### src/rtl/io_mux_pkg.sv
// Shared definitions for the pad-mux function sequencer: function bit layout,
// sequencer states and a constant helper for sizing the shared wait counter.
package io_mux_pkg;

  localparam int N_FUNC   = 13;
  localparam int FN_IRQ   = 0;
  localparam int FN_UART1 = 1;
  localparam int FN_SPI0  = 4;
  localparam int FN_PWM0  = 5;
  localparam int N_UART   = 3;
  localparam int N_PWM    = 8;

  typedef logic [N_FUNC-1:0] fmask_t;

  typedef enum logic [2:0] {
    IDLE,
    QUIESCE,
    DISABLE,
    ENABLE,
    DONE
  } seq_state_e;

  function automatic int max3(input int a, input int b, input int c);
    int m;
    m = (a > b) ? a : b;
    return (m > c) ? m : c;
  endfunction

endpackage

### src/rtl/io_seq_timer.sv
// Loadable down-counter; expired is high while the count sits at zero.
// A wait of N cycles loads N-1 on state entry and leaves when expired.
module io_seq_timer #(
  parameter int W = 4
) (
  input  logic         clk,
  input  logic         rst,
  input  logic         load_i,
  input  logic [W-1:0] val_i,
  output logic         expired_o
);

  logic [W-1:0] cnt_q, cnt_d;

  always_comb begin
    cnt_d = cnt_q;
    if (load_i)
      cnt_d = val_i;
    else if (cnt_q != '0)
      cnt_d = cnt_q - 1'b1;
  end

  always_ff @(posedge clk) begin
    if (rst) cnt_q <= '0;
    else     cnt_q <= cnt_d;
  end

  assign expired_o = (cnt_q == '0);

endmodule

### src/rtl/io_function_sequencer.sv
// Applies a new peripheral function mask to the pad mux as quiesce -> disable
// (guard gap) -> enable (settle), so GPIO and peripheral never co-own a pad.
module io_function_sequencer
  import io_mux_pkg::*;
#(
  parameter int GUARD_CYCLES  = 4,
  parameter int SETTLE_CYCLES = 2,
  parameter int IDLE_TIMEOUT  = 1024
) (
  input  logic              clk,
  input  logic              rst,
  input  logic              req_valid,
  output logic              req_ready,
  input  logic [N_FUNC-1:0] req_mask,
  input  logic [N_FUNC-1:0] periph_idle,
  output logic [N_FUNC-1:0] active_mask,
  output logic              irq_en,
  output logic [N_UART-1:0] uart_en,
  output logic [0:0]        spi_en,
  output logic [N_PWM-1:0]  pwm_en,
  output logic              busy,
  output logic              done,
  output logic              done_timeout
);

  localparam int CNT_W = $clog2(max3(GUARD_CYCLES, SETTLE_CYCLES, IDLE_TIMEOUT)) + 1;

  seq_state_e state_q, state_d;
  fmask_t     active_q, active_d;
  fmask_t     dis_q, dis_d;
  fmask_t     ena_q, ena_d;
  logic       tmo_q, tmo_d;

  fmask_t     dis_new, ena_new;
  logic       accept;
  logic       tmr_load;
  logic [CNT_W-1:0] tmr_val;
  logic       tmr_exp;

  assign accept  = req_valid && (state_q == IDLE);
  assign dis_new = active_q & ~req_mask;
  assign ena_new = req_mask & ~active_q;

  // Mask updates happen on the same edge that enters DISABLE/ENABLE, so the
  // applied mask changes exactly when the corresponding wait begins.
  always_comb begin
    state_d  = state_q;
    active_d = active_q;
    dis_d    = dis_q;
    ena_d    = ena_q;
    tmo_d    = tmo_q;
    case (state_q)
      IDLE: begin
        if (accept) begin
          dis_d = dis_new;
          ena_d = ena_new;
          tmo_d = 1'b0;
          if (dis_new != '0) begin
            state_d = QUIESCE;
          end else if (ena_new != '0) begin
            state_d  = ENABLE;
            active_d = active_q | ena_new;
          end else begin
            state_d = DONE;
          end
        end
      end
      QUIESCE: begin
        if ((periph_idle & dis_q) == dis_q) begin
          state_d  = DISABLE;
          active_d = active_q & ~dis_q;
        end else if (tmr_exp) begin
          state_d  = DISABLE;
          active_d = active_q & ~dis_q;
          tmo_d    = 1'b1;
        end
      end
      DISABLE: begin
        if (tmr_exp) begin
          if (ena_q != '0) begin
            state_d  = ENABLE;
            active_d = active_q | ena_q;
          end else begin
            state_d = DONE;
          end
        end
      end
      ENABLE: begin
        if (tmr_exp) state_d = DONE;
      end
      DONE:    state_d = IDLE;
      default: state_d = IDLE;
    endcase
  end

  // Every state entry reloads the shared counter with that state's dwell - 1.
  always_comb begin
    tmr_load = (state_d != state_q);
    tmr_val  = '0;
    case (state_d)
      QUIESCE: tmr_val = CNT_W'(IDLE_TIMEOUT - 1);
      DISABLE: tmr_val = CNT_W'(GUARD_CYCLES - 1);
      ENABLE:  tmr_val = CNT_W'(SETTLE_CYCLES - 1);
      default: tmr_val = '0;
    endcase
  end

  io_seq_timer #(.W(CNT_W)) u_timer (
    .clk       (clk),
    .rst       (rst),
    .load_i    (tmr_load),
    .val_i     (tmr_val),
    .expired_o (tmr_exp)
  );

  always_ff @(posedge clk) begin
    if (rst) begin
      state_q  <= IDLE;
      active_q <= '0;
      dis_q    <= '0;
      ena_q    <= '0;
      tmo_q    <= 1'b0;
    end else begin
      state_q  <= state_d;
      active_q <= active_d;
      dis_q    <= dis_d;
      ena_q    <= ena_d;
      tmo_q    <= tmo_d;
    end
  end

  assign req_ready    = (state_q == IDLE);
  assign busy         = ~req_ready;
  assign done         = (state_q == DONE);
  assign done_timeout = tmo_q;
  assign active_mask  = active_q;
  assign irq_en       = active_q[FN_IRQ];
  assign uart_en      = active_q[FN_UART1 +: N_UART];
  assign spi_en       = active_q[FN_SPI0 +: 1];
  assign pwm_en       = active_q[FN_PWM0 +: N_PWM];

endmodule

### config.mk
export PLATFORM = sky130hd
export DESIGN_NAME = io_function_sequencer
export DESIGN_NICKNAME = d
export VERILOG_FILES = /design/src/rtl/io_mux_pkg.sv /design/src/rtl/io_seq_timer.sv /design/src/rtl/io_function_sequencer.sv
export SDC_FILE = /design/constraint.sdc
export NUM_CORES = 1
export LEC_CHECK = 0
export BUFFER_PORTS_ARGS = -buffer_cell sky130_fd_sc_hd__buf_4
export CAP_MARGIN = 15
export CORE_ASPECT_RATIO = 1.25
export CORE_MARGIN = 1
export CORE_UTILIZATION = 51
export CTS_CLUSTER_SIZE = 12
export DETAILED_ROUTE_END_ITERATION = 12
export GPL_TIMING_DRIVEN = 0
export PLACE_DENSITY = 0.75
export REMOVE_ABC_BUFFERS = 1
export SYNTH_ARGS = -nofsm -noshare
export SYNTH_HDL_FRONTEND = slang
export SYNTH_HIERARCHICAL = 1
export SYNTH_SLANG_ARGS = --single-unit
### constraint.sdc
create_clock -name clk -period 6.7 [get_ports clk]
set_clock_uncertainty 0.05 [all_clocks]
set_input_delay 0.67 -clock clk [delete_from_list [all_inputs] [get_ports clk]]
set_output_delay 0.67 -clock clk [all_outputs]
set_load 0.02 [all_outputs]
# After elaboration in Yosys (flattened, before gate mapping)
# Cells that the tools add are included.
# word_totals
ff_bits,54
latch_bits,0
ramBits,0
romBits,0
word_cells,71
memories,0
# classes
addsub,1
mul,0
div,0
n_lt_le_gt_ge,0
n_eq_ne,17
shifts,0
muxes,24
n_bitwise,10
reduce_logical,13
# op_table
operator,count
two-way mux 13 bit,7
bitwise AND 13 bit,4
inverter 13 bit,3
case mux 13 bit (3 select lines),1
nonzero test 13 bit,3
case mux 10 bit (3 select lines),1
OR 13 bit,2
two-way mux 3 bit,8
two-way mux 11 bit,2
equality test 13 bit,1
"equality test 3 x 2 -> 1 bit, second input constant",4
case mux 3 bit (4 select lines),1
logical NOT 11 bit,1
nonzero test 11 bit,1
"subtractor 11 x 1 -> 11 bit, second input constant",1
"inequality test 2 bit, second input constant",5
AND reduction 7 bit,1
"equality test 3 x 1 -> 1 bit, second input constant",2
"inequality test 2 x 1 -> 1 bit, second input constant",2
AND reduction 4 bit,1
nonzero test 2 bit,2
"equality test 3 bit, second input constant",1
logical NOT 3 bit,1
two-way mux 1 bit,3
7 further kinds,7

# Depth between registers and ports, before layout
# logic_depth
depth_word,10
depth_mapped,10
depth_no_buf,9

# Hierarchy
# Netlist, hierarchy kept.
# by_module_without_submodules
mod,instances,cells_per_inst,area_per_inst_um2,seq_area_each_um2
io_function_sequencer,1,300,2347.3,860.8
io_seq_timer,1,72,626.9,220.2

# Worst setup path after synthesis
# Ideal clock, no wire load.
# synth_path
path_type,reg-to-reg
startpoint,register u_timer.cnt_q[0]
endpoint,register u_timer.cnt_q[9]
arrival_time_ns,2.826
t_required_ns,6.559
slack_ns,3.733
stages_incl_launch_ff,11
path_buffers,1
period_less_slack_ns,2.967
path_cell_list,dfxtp_1 > inv_1 > ha_1 > or4b_1 > buf_2 > nor4_4 > nand2_1 > a221oi_2 > nor2b_1 > nor2_1 > a311oi_1
# synth_via
elab_chain_len,7
word_cells_on_any_way,16
# synth_lines
item,line_no,rtl
"start, declared",io_seq_timer.sv:13,"logic [W-1:0] cnt_q, cnt_d;"
"start signal, assigned",io_seq_timer.sv:25,else cnt_q <= cnt_d;
logical NOT 11 bit *,io_seq_timer.sv:28,assign expired_o = (cnt_q == '0);
named net tmr_exp,io_function_sequencer.sv:38,logic tmr_exp;
two-way mux 3 bit,io_function_sequencer.sv:72,end else if (tmr_exp) begin
two-way mux 3 bit,io_function_sequencer.sv:69,if ((periph_idle & dis_q) == dis_q) begin
case mux 3 bit (4 select lines) *,io_function_sequencer.sv:52,case (state_q)
equality test 3 x 2 -> 1 bit or equality test 3 x 1 -> 1 bit (tied branches),io_function_sequencer.sv:100,case (state_d)
case mux 10 bit (3 select lines),io_function_sequencer.sv:100,
two-way mux 11 bit,io_seq_timer.sv:17,if (load_i)
# The timed path passes the listed nets; every way through them passes the cells marked *. The select of a mux whose other input is x is not followed.
# A chain may end at the register's enable or synchronous reset.

# Worst setup path in the final report
# layout_path
startpoint,register u_timer.cnt_q[0]
endpoint,register u_timer.cnt_q[0]
# layout_via
word_cells_on_any_way,16
# layout_rtl
item,line_no,rtl
logical NOT 11 bit *,io_seq_timer.sv:28,
named net tmr_exp,io_function_sequencer.sv:38,
two-way mux 3 bit,io_function_sequencer.sv:72,
two-way mux 3 bit,io_function_sequencer.sv:69,
case mux 3 bit (4 select lines) *,io_function_sequencer.sv:52,
inequality test 3 bit *,io_function_sequencer.sv:98,tmr_load = (state_d != state_q);
named net tmr_load,io_function_sequencer.sv:36,logic tmr_load;
two-way mux 11 bit or nonzero test 2 bit (tied branches),n/a,
# Marked as above.

==> run metrics <==
commonest cells in the netlist=71 x nand2_1, 54 x dfxtp_1, 34 x a21oi_1, 28 x nor2b_1; Worst-path clk slew=0.09 ns; via count=2784; initial core utilization=53.90%; Crit Path Class=flop to flop; Unique masters post-synth=53; total gr overflow=0; Detail Route Antenna Nets=0; clk sink count=54; Netlist Area Pre-Place=2974 sq um; PnR worst setup slack=2.334 ns; final WL=7.559 mm; CP Data Required Time=6.85 ns; Synth top area share=36.35%; Top FF cell, synth=dfxtp_1; Die ar.=6143 sq um; first-pass GRT wire length=12.72 mm; FP Rows=30; H-tree depth=2; ant diodes=0; Max transition margin=24.95%; CTS max path bufs=2; Tcrit/Tclk final=65.17%; crit end category=flop; CP max stage cell=o21bai_1; Die Y=87.38 microns; GR Util All Layers=26.01%; DRT iter0 DRCs=142; top post-synthesis cells by area=dfxtp_1 36%, nand2_1 9.0%, nor2b_1 5.9%; setup repair bufs after CTS=0; EDFF count, synth=0; DR vias/cell=5.898; worst vdd ir=0.2351 mV; FF+latch count, synth=54; cts bufs inserted=5; Syn. warnings=6; min-delay worst type=flop to flop; Cell Pwr Density=453.5 nW/um^2; number of nets in the layout=437; RSZ-0062 raised after global routing=false; Tmin final=4.366 ns; worst path arrival time=4.52 ns; Final Max Slew Viols=0; Die X=70.30 microns; largest net degree at the start of global routing=43; Final setup viols=0; Post-DP HPWL=5.394 mm; register area share after synthesis=36.35%; RePlAce Congestion=0.8514; # port buffers=58; core area=5518 sq um; final hold violation count=0; Synth area leader=dfxtp_1; synthesized area per cell=7.995 sq um; layout cells sized above 1=20.10%; Layout area overhead=16.28%; Top Ports=59; Startpoint Class=flop; max cap viols=0; CTS tree=yes; DP Worst Slack=2.428 ns; DRC violations left=0; result of the run=finished, final reports clean; DR pass1 iterations=4; CP Cell Sequence=inv_1 > ha_1 > or4b_1 > nor4_4 > a21oi_1 > o21bai_1 > clkinv_1 > and4_1 > a311o_1; Post-synth ARST share=0%; Fmax=0.2290 GHz; pin slew with the least headroom to its limit=1.123 ns; initial antenna violation count=0; cts-stage hold buffer count=0; most numerous cell in the Yosys netlist=nand2_1; post-cts sizing count=0; vias in the first global route=2676; clk_lat worst skew=0.31 ns; drt wl/cell=16.01 microns; Cells after Synth=372; CP max FO=16; Pleak=1.313 nW; CP peak stage delay=0.91 ns; root buffer cell=clkbuf_8; setup TNS=0 ns; fillcell total=502
kinds of logic after synthesis:
family                     Yosys count  synth area share (%)
DFF                                 54                 36.35
AOI/OAI and AO/OA                   89                 20.45
other                                1                0.1261
muxes                               13                 4.375
buffers and inverters               46                 7.572
xor gates and xnor gates             4                 1.178
adders and majority gates            1                0.4206
and+or+nand+nor                    164                 29.53
worst paths after layout:
| kind | startpoint | endpoint | slack [ns] | cells after the start |
|---|---|---|---|---|
| worst max-delay path | u_timer/cnt_q[0] | u_timer/cnt_q[0] | 2.33 | 9 |
| worst min-delay path | done_timeout | done_timeout | 0.41 | 2 |
| worst max register to register | u_timer/cnt_q[0] | u_timer/cnt_q[0] | 2.33 | 9 |
| worst min register to register | done_timeout | done_timeout | 0.41 | 2 |
cell type report:
class                           count  area (sq um)  share of cell area [%]
Multi-Input combinational cell    272          1678                   48.52
Sequential cell                    54          1081                   31.26
Timing Repair Buffer               60         457.9                   13.24
Tap cell                           64         80.08                   2.315
Clock buffer                        5         68.82                   1.990
Inverter                           14         52.55                   1.520
Clock inverter                      3         40.04                   1.158
cell usage in the layout, fill, tap and decap left out, drive strengths merged, types with 3 or more instances in the layout:
master and count:
nand2 71, dfxtp 54, a21oi 34, buf 60
inv 13, o211ai 15, or3 4, nand3 4
nand2b 5, o21ai 17, or4 6, clkinv 3
xnor2 3, nor2 14, nor3b 3, mux2i 13
a2111oi 3, clkbuf 5, nand4 4, nor3 6
nor2b 29, nor4 10
metal layers:
metal	wire (microns)	part of all wire (%)	track usage, %	vias up
met3	310	4.1	3.125	14
li1	-	-	-	1371
met5	0	0	0	-
met2	3969	53	45.19	75
met4	147	1.9	11.82	0
met1	3131	41	32.07	1324
registers in the layout (all words and copies together), names as in the netlist:
name and flops:
ena_q 13, dis_q 13, u_timer/cnt_q 11, done_timeout 1, active_mask 13, state_q 3
worst max-delay path, delay by kind of cell (launching register included):
family	cells	cell delay (ns)
AOI/OAI and AO/OA	3	1.26
adders and majority gates	1	0.20
buffers and inverters	2	0.65
DFF	1	0.36
and+or+nand+nor	3	1.75
through the flow:
step	std cells	hold WS, ns	cell area [sq um]	utilization, %	total power, mW
floorplan	340	0.3889	2801	-	1.066
global placement	462	0.3975	3317	60.11	1.319
detailed placement	464	0.3974	3349	60.70	1.350
CTS	472	0.4119	3458	62.68	1.570
global route	472	0.4426	3458	62.68	1.682
finish	472	0.4067	3458	62.68	1.568
report_power, final:
part | internal (mW) | switching [mW] | total, mW
Sequential | 0.410 | 0.106 | 0.516
Combinational | 0.337 | 0.497 | 0.834
Clock | 0.110 | 0.109 | 0.219
Total | 0.857 | 0.712 | 1.57
No activity file was read; power rests on OpenSTA's default activity.
